`config.mk`:
```
export PLATFORM = sky130hd
export DESIGN_NAME = gpr_wbpipe
export DESIGN_NICKNAME = d
export VERILOG_FILES = /design/src/rtl/gpr_wbpipe.sv
export SDC_FILE = /design/constraint.sdc
export NUM_CORES = 2
export LEC_CHECK = 0
export CORE_UTILIZATION = 42
export DETAILED_ROUTE_END_ITERATION = 8
export MAX_ROUTING_LAYER = met4
export PLACE_DENSITY = 0.7
export SLEW_MARGIN = 20
export SYNTH_ARGS = -nofsm -noshare
export SYNTH_HDL_FRONTEND = slang
export SYNTH_SLANG_ARGS = --single-unit
export TNS_END_PERCENT = 50
```
`constraint.sdc`:
```
create_clock -name clock -period 3.4 [get_ports clock]
set_clock_uncertainty 0.05 [all_clocks]
set_input_delay 0.85 -clock clock [delete_from_list [all_inputs] [get_ports clock]]
set_output_delay 0.85 -clock clock [all_outputs]
set_load 0.05 [all_outputs]
```
`src/rtl/gpr_wbpipe.sv`:
```
// General-purpose register file with a configurable write-back delay pipeline,
// youngest-first read forwarding and a kill that drops uncommitted writes.
module gpr_wbpipe #(
  parameter int XLEN      = 64,
  parameter int NREGS     = 32,
  parameter int NRD       = 2,
  parameter int WB_STAGES = 1,
  parameter int BYPASS_IN = 1,
  localparam int AW       = $clog2(NREGS)
) (
  input  logic                clock,
  input  logic                reset,
  input  logic                wb_en,
  input  logic [AW-1:0]       wb_addr,
  input  logic [XLEN-1:0]     wb_data,
  input  logic                kill,
  input  logic [NRD*AW-1:0]   rd_addr,
  output logic [NRD*XLEN-1:0] rd_data,
  output logic [1:0]          pend_cnt,
  output logic                commit_en,
  output logic [AW-1:0]       commit_addr,
  output logic [XLEN-1:0]     commit_data
);

  // Keep at least one stage slot so the arrays stay legal when WB_STAGES is 0.
  localparam int NS = (WB_STAGES > 0) ? WB_STAGES : 1;

  logic            stg_valid_r [NS];
  logic [AW-1:0]   stg_addr_r  [NS];
  logic [XLEN-1:0] stg_data_r  [NS];
  logic [XLEN-1:0] regs_r      [NREGS];

  logic            wr_req_s;
  logic            cmt_en_s;
  logic [AW-1:0]   cmt_addr_s;
  logic [XLEN-1:0] cmt_data_s;
  logic [1:0]      pend_nxt_s;
  logic [AW-1:0]   rd_ra_s     [NRD];
  logic            rd_hit_s    [NRD];
  logic [XLEN-1:0] rd_fwd_s    [NRD];

  assign wr_req_s = wb_en && (wb_addr != {AW{1'b0}});

  // Select the array write source: the input itself or the oldest stage.
  always_comb begin
    cmt_en_s   = 1'b0;
    cmt_addr_s = {AW{1'b0}};
    cmt_data_s = {XLEN{1'b0}};
    if (WB_STAGES == 0) begin
      cmt_en_s   = wr_req_s;
      cmt_addr_s = wb_addr;
      cmt_data_s = wb_data;
    end else begin
      cmt_en_s   = stg_valid_r[NS-1];
      cmt_addr_s = stg_addr_r[NS-1];
      cmt_data_s = stg_data_r[NS-1];
    end
  end

  // Next occupancy: the new write plus every stage that shifts down a slot.
  always_comb begin
    pend_nxt_s = 2'd0;
    if ((WB_STAGES > 0) && !kill) begin
      pend_nxt_s = {1'b0, wr_req_s};
      for (int s = 0; s < NS - 1; s++) begin
        pend_nxt_s = pend_nxt_s + {1'b0, stg_valid_r[s]};
      end
    end else begin
      pend_nxt_s = 2'd0;
    end
  end

  // Write-back delay stages; kill clears every valid including the new load.
  always_ff @(posedge clock or negedge reset) begin
    if (!reset) begin
      for (int s = 0; s < NS; s++) begin
        stg_valid_r[s] <= 1'b0;
        stg_addr_r[s]  <= {AW{1'b0}};
        stg_data_r[s]  <= {XLEN{1'b0}};
      end
    end else begin
      stg_valid_r[0] <= (WB_STAGES > 0) && wr_req_s && !kill;
      stg_addr_r[0]  <= wb_addr;
      stg_data_r[0]  <= wb_data;
      for (int s = 1; s < NS; s++) begin
        stg_valid_r[s] <= stg_valid_r[s-1] && !kill;
        stg_addr_r[s]  <= stg_addr_r[s-1];
        stg_data_r[s]  <= stg_data_r[s-1];
      end
    end
  end

  // Architectural register array; x0 is never a commit target.
  always_ff @(posedge clock or negedge reset) begin
    if (!reset) begin
      for (int i = 0; i < NREGS; i++) begin
        regs_r[i] <= {XLEN{1'b0}};
      end
    end else if (cmt_en_s) begin
      regs_r[cmt_addr_s] <= cmt_data_s;
    end
  end

  // Registered commit report and occupancy count.
  always_ff @(posedge clock or negedge reset) begin
    if (!reset) begin
      commit_en   <= 1'b0;
      commit_addr <= {AW{1'b0}};
      commit_data <= {XLEN{1'b0}};
      pend_cnt    <= 2'd0;
    end else begin
      commit_en   <= cmt_en_s;
      commit_addr <= cmt_en_s ? cmt_addr_s : {AW{1'b0}};
      commit_data <= cmt_en_s ? cmt_data_s : {XLEN{1'b0}};
      pend_cnt    <= pend_nxt_s;
    end
  end

  // Read ports: x0, then input forward, then youngest stage, then array.
  always_comb begin
    rd_data = {(NRD*XLEN){1'b0}};
    for (int p = 0; p < NRD; p++) begin
      rd_ra_s[p]  = rd_addr[p*AW +: AW];
      rd_hit_s[p] = 1'b0;
      rd_fwd_s[p] = {XLEN{1'b0}};
      // Scan oldest to youngest so the youngest match is the one that sticks.
      for (int s = NS - 1; s >= 0; s--) begin
        if (stg_valid_r[s] && (stg_addr_r[s] == rd_ra_s[p])) begin
          rd_hit_s[p] = 1'b1;
          rd_fwd_s[p] = stg_data_r[s];
        end else begin
          rd_hit_s[p] = rd_hit_s[p];
          rd_fwd_s[p] = rd_fwd_s[p];
        end
      end
      if (rd_ra_s[p] == {AW{1'b0}}) begin
        rd_data[p*XLEN +: XLEN] = {XLEN{1'b0}};
      end else if ((BYPASS_IN != 0) && wb_en && (wb_addr == rd_ra_s[p])) begin
        rd_data[p*XLEN +: XLEN] = wb_data;
      end else if (rd_hit_s[p]) begin
        rd_data[p*XLEN +: XLEN] = rd_fwd_s[p];
      end else begin
        rd_data[p*XLEN +: XLEN] = regs_r[rd_ra_s[p]];
      end
    end
  end

endmodule
```
==> results.yml <==
status:
  status: "finished with violations"
  violations: "negative setup slack"
logic_synthesis:
  synth_nets: 7849
  synthCells: 7766
  dominantRegCellSynth: "dfrtp_1"
  ys_seq_area_share_pct: 47.4
  synth_edf_count: 0
  synth_area_mm2: 0.115
  async_reset_ff_share_pct: 100
  yosysWarnings: 0
  synth_area_per_cell_um2: 14.9
  synth_seq_cells: 2188
  ys_types: 59
global_route:
  grt_max_degree: 94
  grt_use_met1_pct: 40.6
  grt-ovfl-total: 0
  grt_pass1_wl_mm: 640
  grt_pass1_vias: 86300
  busiest_layer: "met2"
  grt_usage_pct: 33.1
  use_met2_pct: 48.7
  antenna_found_initial: 13
  use_met3_pct: 8.69
power_and_ir_drop:
  seqPwrFrac_pct: 42.6
  swShare_pct: 28.1
  vdd_drop_max_uv: 439
  p_int_mw: 53.9
  pwr-share-comb_pct: 21.1
  power.switching_mw: 21.1
  powerDensity_mw_per_mm2: 511
  clkPwrFrac_pct: 36.3
  power.leakage_nw: 65.4
place:
  place_ws_ns: -1.48
  place_hpwl_mm: 285
  io_buffers: 281
  gp_congestion: 0.907
min_path:
  min_path_type: "in2reg"
cts:
  cts_root_buffer: "clkbuf_16"
  h-tree-depth: 4
  clock_sinks: 2188
  cts_tree: "built"
  clk_pin_slew_ns: 0.06
  cts_buffers: 242
  insertion_delay_ns: 0.93
  cts_buffer_depth: 4
sta:
  slew_headroom_pct: 26.3
  worstMarginPinSlew_ns: 1.11
  hold_viol: 0
  rsz0062_at_grt: "true"
  setup_viol: 128
  layout_setup_ws_ns: -0.885
  drv_slew: 0
  finalCriticalPeriod_ns: 4.29
  fin_crit_sh_pct: 126
  fmax_ghz: 0.233
  fin_setup_tns_ns: -88.94
  holdWs_ns: 0.0725
floorplan:
  core-area_mm2: 0.274
  rows: 192
  dieHeight_um: 526
  ios: 283
  dieArea_mm2: 0.277
  initial_core_util_pct: 42.2
  die_x_um: 526
layout:
  drive_above_1_share_pct: 58.6
  area_growth_pct: 27.1
  layout.nets: 8783
  finish.utilization_pct: 53.7
worst_setup_path:
  crit_type: "reg2out"
  arrival_ns: 3.39
  worstPathRequired_ns: 2.50
  end_kind: "primary output"
  crit_fanout: 5
  start_kind: "flip-flop"
detailed_routing:
  drc: 0
  dr_total_vias: 83800
  antenna_left: 0
  viasPerCell: 6.71
  wl_per_cell_um: 36.2
  drt-initial-drc-count: 10200
  drt-total-wl_mm: 452
  dr.pass1.iters: 8
run:
  drv_cap: 0
## final cells by class
cell class / count / area, um^2
inverter: 3 / 26.3
timing repair buffer: 1528 / 19300
tap: 3589 / 4490
fill: 21500 / 127000
antenna: 14 / 35.0
multi-input combinational: 4737 / 60100
clock inverter: 81 / 1050
clock buffer: 347 / 7000
sequential: 2188 / 54800
## through the flow
step / instance area, um^2 / total power [mW] / cells
finish: 147000 / 75.0 / 12500
floorplan: 118000 / 41.0 / 7766
CTS: 145000 / 74.6 / 12400
global placement: 134000 / 46.3 / 11800
detailed placement: 134000 / 47.1 / 11800
global route: 147000 / 77.1 / 12500
## routing by layer
layer  wire length [um]  vias to the layer above
met2             204000                     5532
met4              34000                        0
li1                   -                    32000
met1             164000                    44700
met5                  0                        -
met3              49900                     1535
## sequential cells by signal, summed over array words and instances (netlist names)
name and count:
regs_r 2048, commit_addr 5, cmt_data_s 64, cmt_addr_s 5
pend_cnt 1, commit_en 1, commit_data 64
## path summary, 6_finish.rpt
| path | start | end | slack [ns] | cells after the start |
|---|---|---|---|---|
| max reg2reg | pend_cnt[0] | regs_r[2012] | 0.53 | 5 |
| max | cmt_addr_s[1] | rd_data[83] | -0.89 | 12 |
| min reg2reg | cmt_data_s[28] | commit_data[28] | 0.39 | 1 |
| min in group asynchronous | reset | regs_r[259] | 0.56 | 2 |
| max in group asynchronous | reset | regs_r[390] | 1.52 | 3 |
| min | wb_addr[4] | cmt_addr_s[4] | 0.07 | 1 |
## kinds of logic (layout without fill, tap and decap cells)
family	after synthesis	after routing	synth area share, %
simple gates	654	654	2.81
compound gates	627	627	3.82
mux	3435	3435	42.4
xor+xnor	20	20	0.152
flops	2188	2188	47.4
other cells	1	15	0.00325
buf+inv	841	1959	3.39
## synth_stat cells, types with 70 or more instances
cell type / n / share of area (%)
a211oi_1: 96 / 0.62
a22oi_1: 91 / 0.59
and2_1: 115 / 0.62
buf_2: 211 / 0.91
buf_4: 70 / 0.46
clkbuf_1: 495 / 1.6
dfrtp_1: 2188 / 47
mux2_2: 2073 / 20
mux2i_1: 403 / 3.5
mux4_2: 959 / 19
nand2_1: 160 / 0.52
nand3_1: 87 / 0.38
nor2_1: 116 / 0.38
nor3_1: 70 / 0.30
o22ai_1: 135 / 0.73
## critical path: stages, from the launching register on
cell and delay (ns):
dfrtp_2 0.46, buf_6 0.15, xnor2_2 0.12, nand4_1 0.13, buf_6 0.17, buf_6 0.11, o21ai_4 0.42, buf_12 0.21
buf_12 0.14, buf_6 0.10, a211oi_4 0.05, nor3_4 0.22, buf_6 0.18
## power groups by stage
stage	Clock [mW]	Sequential (mW)	Combinational, mW
3_3_place_gp	0	31.8	14.5
2_1_floorplan	0	31.4	9.67
3_5_place_dp	0	32.2	14.9
5_1_grt	28.4	32.2	16.5
6_report	27.2	31.9	15.8
4_1_cts	27.4	31.7	15.5
## layout by cell type, fill, tap and decap left out, types with 20 or more instances in the layout
cell type           n
a211oi_1           65
a211oi_2           22
a21oi_1            54
a22oi_1            76
and2_1            113
buf_12            461
buf_16             41
buf_4             760
buf_6              81
buf_8              23
bufinv_16          23
clkbuf_1           52
clkbuf_16         254
clkbuf_8           51
clkdlybuf4s50_1   135
clkinv_2           40
dfrtp_1          2182
mux2_2           2073
mux2i_1           400
mux4_2            959
nand2_1           127
nand2_4            23
nand3_1            69
nor2_1             80
nor2_4             32
nor2b_1            22
nor3_4             53
o21ai_4            20
o221ai_1           41
o22ai_1            96
o22ai_2            25
## timing repair
action / 4_1_cts / 5_1_grt
hold buffers: 1 / 0
setup buffers: 112 / 84
gates cloned: 18 / 10
endpoints found under the hold margin: 27 / 0
gates resized for setup: 358 / 140
setup endpoints to repair: 129 / 129
pin swaps: 111 / 52
Note: power is estimated with default switching activity, not from simulation.
